**src/rtl/jk_trace_decoder.sv**
```systemverilog
// Recovers the X/Y input stream of the two-JK-flip-flop circuit from its sampled F1/F2 trace,
// packs recovered Y bits into words and flags impossible transitions. Optional: JKDEC_IDLE_TIMEOUT_EN.
module jk_trace_decoder #(
  parameter int unsigned WORD_W   = 8,
  parameter int unsigned CNT_W    = 8,
  parameter int unsigned IDLE_LIM = 16
) (
  input  logic              clk,
  input  logic              reset,
  input  logic              f_valid,
  input  logic              f1,
  input  logic              f2,
  output logic              sync,
  output logic              sym_valid,
  output logic              x_out,
  output logic              y_out,
  output logic [WORD_W-1:0] word_out,
  output logic              word_valid,
  input  logic              word_ready,
  output logic              overflow,
  output logic              err_pulse,
  output logic [CNT_W-1:0]  err_count,
  output logic              idle_to
);

  localparam int unsigned   CW   = (WORD_W > 2) ? $clog2(WORD_W) : 1;
  localparam logic [CW-1:0] LAST = CW'(WORD_W - 1);

  typedef enum logic {UNSYNC, TRACK} state_t;

  state_t              state, state_n;
  logic                ref_a, ref_b;
  logic [CW-1:0]       cnt;
  logic [WORD_W-2:0]   sh, sh_n;
  logic                hold, step, illegal, ybit, word_done, load, timeout;

  assign sync = (state == TRACK);

  always_comb begin
    hold      = f_valid && (state == TRACK) && (f1 == ref_a) && (f2 == ref_b);
    illegal   = f_valid && (state == TRACK) && (f1 != ref_a) && (f2 != ref_b);
    step      = f_valid && (state == TRACK) && !hold && !illegal;
    // With X=0 the circuit gives A'=Y^B, so Y is recovered as A'^B using the old B
    ybit      = f1 ^ ref_b;
    word_done = step && (cnt == LAST);
    load      = word_done && (!word_valid || word_ready);
  end

  always_comb begin
    sh_n = sh;
    for (int unsigned i = 0; i < WORD_W - 1; i++) begin
      if (cnt == CW'(i)) sh_n[i] = ybit;
    end
  end

  always_comb begin
    state_n = state;
    if (f_valid) begin
      if (state == UNSYNC) state_n = TRACK;
      else if (timeout)    state_n = UNSYNC;
    end
  end

  always_ff @(posedge clk) begin
    if (reset) begin
      state      <= UNSYNC;
      ref_a      <= 1'b0;
      ref_b      <= 1'b0;
      cnt        <= '0;
      sh         <= '0;
      sym_valid  <= 1'b0;
      x_out      <= 1'b0;
      y_out      <= 1'b0;
      err_pulse  <= 1'b0;
      err_count  <= '0;
      word_out   <= '0;
      word_valid <= 1'b0;
      overflow   <= 1'b0;
    end else begin
      state     <= state_n;
      sym_valid <= step || hold;
      x_out     <= hold;
      y_out     <= step && ybit;
      err_pulse <= illegal;
      if (f_valid) begin
        ref_a <= f1;
        ref_b <= f2;
      end
      if (illegal || timeout) begin
        cnt <= '0;
      end else if (step) begin
        cnt <= word_done ? '0 : cnt + CW'(1);
        sh  <= sh_n;
      end
      if (illegal && (err_count != '1)) err_count <= err_count + CNT_W'(1);
      // A load in the handshake cycle keeps word_valid high with the new word
      if (load) begin
        word_out   <= {ybit, sh};
        word_valid <= 1'b1;
      end else if (word_valid && word_ready) begin
        word_valid <= 1'b0;
      end
      if (word_done && !load) overflow <= 1'b1;
    end
  end

`ifdef JKDEC_IDLE_TIMEOUT_EN
  localparam int unsigned IW = $clog2(IDLE_LIM + 1);
  logic [IW-1:0] idle_cnt;

  assign timeout = hold && (idle_cnt == IW'(IDLE_LIM - 1));

  always_ff @(posedge clk) begin
    if (reset) begin
      idle_cnt <= '0;
      idle_to  <= 1'b0;
    end else begin
      idle_to <= timeout;
      if (timeout || step || illegal || (state == UNSYNC)) idle_cnt <= '0;
      else if (hold)                                        idle_cnt <= idle_cnt + IW'(1);
    end
  end
`else
  logic idle_lim_unused;
  assign idle_lim_unused = (IDLE_LIM != 0);
  assign timeout         = 1'b0;
  assign idle_to         = 1'b0;
`endif

endmodule

```
**config.mk**
```make
export PLATFORM = sky130hd
export DESIGN_NAME = jk_trace_decoder
export DESIGN_NICKNAME = d
export VERILOG_FILES = /design/src/rtl/jk_trace_decoder.sv
export SDC_FILE = /design/constraint.sdc
export NUM_CORES = 1
export LEC_CHECK = 0
export CAP_MARGIN = 20
export CORE_MARGIN = 10
export CORE_UTILIZATION = 50
export DETAILED_ROUTE_END_ITERATION = 10
export GPL_TIMING_DRIVEN = 0
export PLACE_DENSITY = 0.77
export SLEW_MARGIN = 20
export SYNTH_ARGS = -nofsm -noshare
export SYNTH_HDL_FRONTEND = slang
export SYNTH_SLANG_ARGS = --single-unit
export TNS_END_PERCENT = 30
```
**constraint.sdc**
```tcl
create_clock -name clk -period 2.83 [get_ports clk]
set_input_delay 0.566 -clock clk [delete_from_list [all_inputs] [get_ports clk]]
set_output_delay 0.566 -clock clk [all_outputs]
set_load 0.005 [all_outputs]
```
After elaboration in Yosys (flattened, before gate mapping)
Index checks and enable logic that the tools add are counted.
{"block": "classes", "add_sub_neg": 2, "n_reduce_logical": 29, "n_mux": 3, "bitwise": 2, "eq_ne": 12}
{"op": "AND reduction 3 bit", "n": 7}
{"op": "logical AND 1 bit", "n": 13}
{"op": "equality test 3 bit (second input constant)", "n": 4}
{"op": "adder 8 x 1 -> 8 bit (second input constant)", "n": 1}
{"op": "inequality test 8 bit (second input constant)", "n": 1}
{"op": "equality test 3 x 2 -> 1 bit (second input constant)", "n": 2}
{"op": "logical NOT 1 bit", "n": 4}
{"op": "adder 3 x 1 -> 3 bit (second input constant)", "n": 1}
{"op": "equality test 3 x 1 -> 1 bit (second input constant)", "n": 1}
{"op": "logical NOT 3 bit", "n": 1}
{"op": "two-way mux 3 bit", "n": 1}
{"op": "equality test 1 bit", "n": 2}
{"op": "logical OR 1 bit", "n": 2}
{"op": "two-way mux 1 bit", "n": 2}
{"op": "inequality test 1 bit", "n": 2}
{"op": "nonzero test 2 bit", "n": 1}
{"op": "OR reduction 2 bit", "n": 1}
{"op": "inverter 1 bit", "n": 1}
{"op": "bitwise XOR 1 bit", "n": 1}
{"block": "totals", "word_cells": 67, "inputBits": 6, "out_inout_bits": 24, "ff_bits": 35}

Logic depth before layout (Yosys ltp)
Gate-level depths: netlist (run 1).
{"block": "logic_depth", "word_depth": 10, "mapped_depth": 5}

Worst setup path before layout (run 1)
Ideal clock, no wire load.
{"block": "synth_timing", "kind": "input-to-reg", "from": "input port f_valid", "to": "register err_count[0]", "arrival_ns": 1.708, "cell_stages": 5, "path_buffers": 1, "setup_slack_ns": 1.001, "setup_ns": 0.121, "cell_sequence": "clkbuf_1 -> and2_0 -> nand3_1 -> a21oi_1 -> mux2_2"}
{"block": "synth_via", "elab_chain_len": 4}
{"element": "start, declared", "line_no": "10", "text": "input logic f_valid,"}
{"element": "logical AND 1 bit (3 in a row)", "line_no": "41", "text": "illegal = f_valid && (state == TRACK) && (f1 != ref_a) && (f2 != ref_b);"}
{"element": "logical AND 1 bit", "line_no": "95", "text": "if (illegal && (err_count != '1)) err_count <= err_count + CNT_W'(1);"}
{"element": "end signal, assigned", "line_no": "95"}
{"element": "end, declared", "line_no": "22", "text": "output logic [CNT_W-1:0] err_count,"}
No other way between the ends.
A chain may end at the register's enable or synchronous reset.

Final worst setup path (run 1)
{"block": "layout_timing", "from": "input port f1", "to": "register err_count[0]"}
{"block": "layout_via", "elab_chain_len": 4}
{"element": "start, declared", "line_no": "11", "text": "input logic f1,"}
{"element": "inequality test 1 bit", "line_no": "41"}
{"element": "logical AND 1 bit (2 in a row)", "line_no": "41"}
{"element": "logical AND 1 bit", "line_no": "95"}
No other way between the ends.

==> flow_summary.yaml, run 1 <==
yosys:
  synth_top_family_by_area: "simple AND/OR/NAND/NOR gates"
  synth_simple_gate_area_share_pct: 23.0
  avgSynthCellArea_um2: 9.66
  synth_edf_count: 0
  async_reset_ff_share_pct: 0
  synth_seq_cells: 35
  synth_mux_area_share_pct: 12.2
  ys_warn_count: 0
  synth_ff_type: "dfxtp_1"
  synth_nets: 184
  yosysSeqAreaShare_pct: 42.4
  syn_inst: 171
  syn-cell-area_um2: 1650
  synthAdderAreaFrac_pct: 5.30
  ys_types: 39
  synth_compound_area_share_pct: 6.67
  synthXorXnorAreaFrac_pct: 7.20
place:
  place_hpwl_um: 2900
  gp_congestion: 0.824
  port_buffers: 26
pwr:
  static-leakage-power_uw: 0.000777
  p_per_area_nw_per_um2: 423
  vdd_ir_drop_max_mv: 0.386
job:
  cap_viol_max_count: 0
timing:
  layout_min_cycle_time_ns: 2.14
  hold_ws_ns: 0.461
  finClkSkew_ns: 0.00428
  drv_slew: 0
  final-setup-viol-count: 0
  fmax_mhz: 468
  tightestPinTransition_ns: 0.541
  relSlewSlack_pct: 63.9
  hold_viol_final: 0
  rsz0062_at_grt: "false"
  period_share_pct: 75.5
  finalSetupTns_ns: 0
floorplanning:
  core-area_um2: 3100
  die_h_um: 77.5
  die_w_um: 77.5
  fp-row-count: 20
  dieArea_um2: 6000
  initial_core_util_pct: 53.2
  io_pins: 30
final_layout:
  layout_commonest_cell: "dfxtp_1"
  final_cell_mix: "dfxtp_1 (35), clkdlybuf4s50_1 (26), nand2_1 (25), mux2i_1 (19), nor2_1 (11)"
  antenna_cells: 0
  nNetsFinal: 217
  syn_to_final_growth_pct: 22.1
  drive_above_1_share_pct: 8.78
cts:
  cts.sinks: 35
  postCtsHoldBufs: 0
  cts_resized: 0
  postCtsSetupBuffers: 0
  tritoncts: "built"
  htree_levels: 2
  cts-root-buf: "clkbuf_4"
  clock_latency_ns: 0.34
  clkTransAtPathRegs_ns: 0.09
  numCtsBuffers: 5
  clockBufferDepth: 2
worst_setup_path:
  critical-path-max-stage-delay_ns: 0.65
  path_cells: "clkdlybuf4s50_1 -> xor2_1 -> nand3_1 -> a21oi_1 -> mux2_2"
  cp_slowest_cell: "clkdlybuf4s50_1"
  worstSetupPathType: "in -> reg"
  r2r_slack_ns: 1.05
  critical_path_required_ns: 3.06
  cp-start-kind: "input port"
  crit_arrival_ns: 2.37
  end_kind: "flop"
  crit_fanout: 4
global_route:
  antenna_found_initial: 0
  grt.total_usage_pct: 13.0
  grt_pass1_wl_um: 6400
  grt_overflow: 0
  grt_pass1_vias: 1360
  grt_max_degree: 11
drt:
  avgViaCountPerCell: 5.30
  finalWirelength_um: 3690
  ant_nets: 0
  wire_per_inst_um: 14.8
  vias: 1320
  drc: 0
  firstDrtPassIters: 4
  drt-initial-drc-count: 38
run_status:
  status: "finished clean"
min_path:
  hp-class: "reg -> reg"
[registers in the layout, summed over array words and instances (netlist names)]
signal and cells:
x_out 1, word_out 8, y_out 1, ref_a 1, ref_b 1, sym_valid 1
word_valid 1, sh 7, overflow 1, err_count 8, sync 1, cnt 3
err_pulse 1
[through the flow]
stage          power (uW)  std cells  worst slack (ns)  util, %  area, um2
6_report              853        249             0.694     65.0       2020
4_1_cts               861        249             0.711     65.0       2020
2_1_floorplan         584        171              1.00        -       1650
3_3_place_gp          610        241             0.378     63.4       1970
5_1_grt               897        249             0.506     65.0       2020
3_5_place_dp          613        241             0.344     63.4       1970
[per-layer routing]
metal	routed length, um	global-route usage [%]	vias to the layer above
li1	-	-	669
met1	1530	14.1	608
met2	1810	22.0	39
met3	313	6.22	4
met4	34	3.83	0
met5	0	0	-
[synth_stat cells, types with 2 or more instances]
cell | n | share of area [%]
dfxtp_1 | 35 | 42
nand2_1 | 25 | 5.7
mux2i_1 | 19 | 12
nor2_1 | 11 | 2.5
a21oi_1 | 8 | 2.4
ha_1 | 7 | 5.3
clkbuf_1 | 6 | 1.4
nand3_1 | 6 | 1.8
nand4_1 | 5 | 1.9
nor3_1 | 5 | 1.5
and4_1 | 4 | 2.1
inv_1 | 4 | 0.91
o21ai_0 | 4 | 1.2
xnor2_2 | 3 | 3.0
and3_1 | 2 | 0.76
nor4_1 | 2 | 0.76
or4_1 | 2 | 0.91
xor2_1 | 2 | 1.1
[cell type report]
cell class	count	area [um2]
repair buffers	26	260
clock buffers	7	45.0
plain buffers	8	33.8
fillers	287	1090
inverters	4	15.0
flip-flops and latches	35	701
well taps	44	55.1
clock inverters	1	5.00
multi-input cells	124	902
[path summary, 6_finish.rpt]
kind          startpoint           end  cells past startpoint
max                   f1  err_count[0]                      5
min          word_out[5]   word_out[5]                      2
max reg2reg        ref_a  err_count[0]                      4
min reg2reg  word_out[5]   word_out[5]                      2
[worst max-delay path, delay by kind of cell]
family / cells / cell delay, ns
AO/OA/AOI/OAI: 1 / 0.30
AND/OR/NAND/NOR: 1 / 0.22
buffers and inverters: 1 / 0.65
multiplexers: 1 / 0.37
XOR/XNOR: 1 / 0.26
[cell families after synthesis]
family | after synthesis
AND/OR/NAND/NOR | 70
flip-flops | 35
multiplexers | 20
AO/OA/AOI/OAI | 18
buffers and inverters | 12
XOR/XNOR | 8
adder cells (fa/ha/maj) | 7
other | 1
[power breakdown]
part | internal (uW) | switching [uW] | total [uW]
combinational | 37.6 | 58.0 | 95.6
clock | 96.7 | 154 | 251
sequential | 499 | 7.81 | 506
total | 633 | 220 | 853
Power figures use the tool's default switching activity.
==> run 2: changes to the inputs <==
clock period = 2.1 ns   (was 2.83 ns; I/O delays follow)
==> run 2 against run 1 <==
- sequential share of layout area down 0.065 points
- wire length hardly changed
- count of clock-buffer cells in the layout unchanged
- die area is the same
- critical endpoint unchanged
- hold slack lost 0.018 ns
- critical path type unchanged
- power is 35% higher
==> flow_summary.yaml, run 2 (synthesized netlist as in run 1, its figures left out) <==
place:
  place_hpwl_um: 2900
  place_ws_ns: -0.240
  postPlaceCellArea_um2: 1970
  port_buffers: 26
  gp_congestion: 0.824
floorplanning:
  dieArea_um2: 6000
  fp-row-count: 20
  die_w_um: 77.5
  io_pins: 30
  die_h_um: 77.5
  core-area_um2: 3100
  initial_core_util_pct: 53.2
global_route:
  grt_max_degree: 11
  grt.total_usage_pct: 13.0
  antenna_found_initial: 0
  grt_overflow: 0
  grt_pass1_wl_um: 6400
  grt_pass1_vias: 1360
final_layout:
  antenna_cells: 0
  final_cell_mix: "dfxtp_1 (35), clkdlybuf4s50_1 (26), nand2_1 (25), mux2i_1 (19), nor2_1 (11)"
  top_regs: "err_count x8, word_out x8, sh x7"
  layout_commonest_cell: "dfxtp_1"
  stdcell_area_um2: 2020
  syn_to_final_growth_pct: 22.3
  nNetsFinal: 217
  fill_cells: 286
  drive_above_1_share_pct: 9.27
  fin_util_pct: 65.1
drt:
  avgViaCountPerCell: 5.32
  finalWirelength_um: 3690
  firstDrtPassIters: 4
  ant_nets: 0
  wire_per_inst_um: 14.8
  drt-initial-drc-count: 41
  vias: 1324
  drc: 0
timing:
  setup_ws_ns: 0.161
  hold_viol_final: 0
  rsz0062_at_grt: "false"
  hold_ws_ns: 0.443
  finClkSkew_ns: 0.00618
  layout_min_cycle_time_ns: 1.94
  tightestPinTransition_ns: 0.541
  final-setup-viol-count: 0
  period_share_pct: 92.3
  drv_slew: 0
  fmax_mhz: 516
  relSlewSlack_pct: 63.9
pwr:
  vdd_ir_drop_max_mv: 0.517
  cell_internal_pwr_uw: 853
  p_per_area_nw_per_um2: 569
  combinationalPowerShare_pct: 11.3
  static-leakage-power_uw: 0.000777
  pwr-share-seq_pct: 59.3
  p_sw_uw: 297
  pwr-share-clk_pct: 29.4
  power.switching_fraction_pct: 25.8
  power.total_uw: 1150
worst_setup_path:
  end_kind: "flop"
  crit_fanout: 4
  critical_path_required_ns: 2.33
  worstSetupPathType: "in -> reg"
  crit_arrival_ns: 2.17
  cp-start-kind: "input port"
cts:
  clock_latency_ns: 0.34
  postCtsHoldBufs: 0
  htree_levels: 2
  cts-root-buf: "clkbuf_4"
  numCtsBuffers: 5
  postCtsSetupBuffers: 0
  clkTransAtPathRegs_ns: 0.09
  tritoncts: "built"
  clockBufferDepth: 2
  cts.sinks: 35
job:
  cap_viol_max_count: 0
run_status:
  status: "finished clean"
min_path:
  hp-class: "in -> reg"
-- run 2: cell counts in the layout (fill, tap and decap cells not counted) --
Identical to the previous run, type by type.
-- run 2: area by class of cell --
cell class / count / area (um2) / share of cell area (%)
Sequential cell: 35 / 701 / 34.7
Clock inverter: 1 / 5.00 / 0.248
Clock buffer: 7 / 45.0 / 2.23
Multi-Input combinational cell: 124 / 906 / 44.8
Timing Repair Buffer: 26 / 260 / 12.9
Tap cell: 44 / 55.1 / 2.72
Inverter: 4 / 15.0 / 0.743
Buffer: 8 / 33.8 / 1.67
-- run 2: per-layer routing --
metal | vias up | GRT usage, % | wire, um
met3 | 4 | 6.22 | 310
met5 | - | 0 | 0
met1 | 616 | 14.1 | 1550
met4 | 0 | 3.83 | 34
met2 | 35 | 22.0 | 1800
li1 | 669 | - | -
-- run 2: worst max-delay path: stages --
cell,delay (ns)
clkdlybuf4s50_1,0.65
xor2_1,0.28
nand3_1,0.24
a21oi_2,0.23
mux2_2,0.35
-- run 2: worst paths after layout --
check	from	end	slack, ns	depth (start not counted)
worst max register to register	ref_a	err_count[0]	0.37	4
worst min register to register	word_out[5]	word_out[5]	0.46	2
worst max-delay path	f1	err_count[0]	0.16	5
worst min-delay path	f_valid	sync	0.44	3
-- run 2: power groups by stage --
stage | Sequential [uW] | Clock [uW] | Combinational, uW
6_report | 682 | 338 | 129
3_5_place_dp | 698 | 0 | 129
5_1_grt | 684 | 381 | 143
3_3_place_gp | 697 | 0 | 125
2_1_floorplan | 696 | 0 | 90.0
4_1_cts | 682 | 349 | 129
-- run 2: what timing repair did --
action                                  CTS  global route
resized for setup                         0             2
endpoints found under the setup margin    0             2
endpoints found under the hold margin     0             0
-- run 2: per-stage QoR --
step / setup TNS, ns / cells
after floorplan: 0 / 171
after global routing: 0 / 249
after CTS: 0 / 249
final: 0 / 249
after global placement: -1.16 / 241
after detailed placement: -2.39 / 241
==> run 3: changes to the inputs <==
SLEW_MARGIN = 10   (was 20)
==> results of run 3 <==
Same layout as run 2: the final DEF is identical, and so are final timing and power.
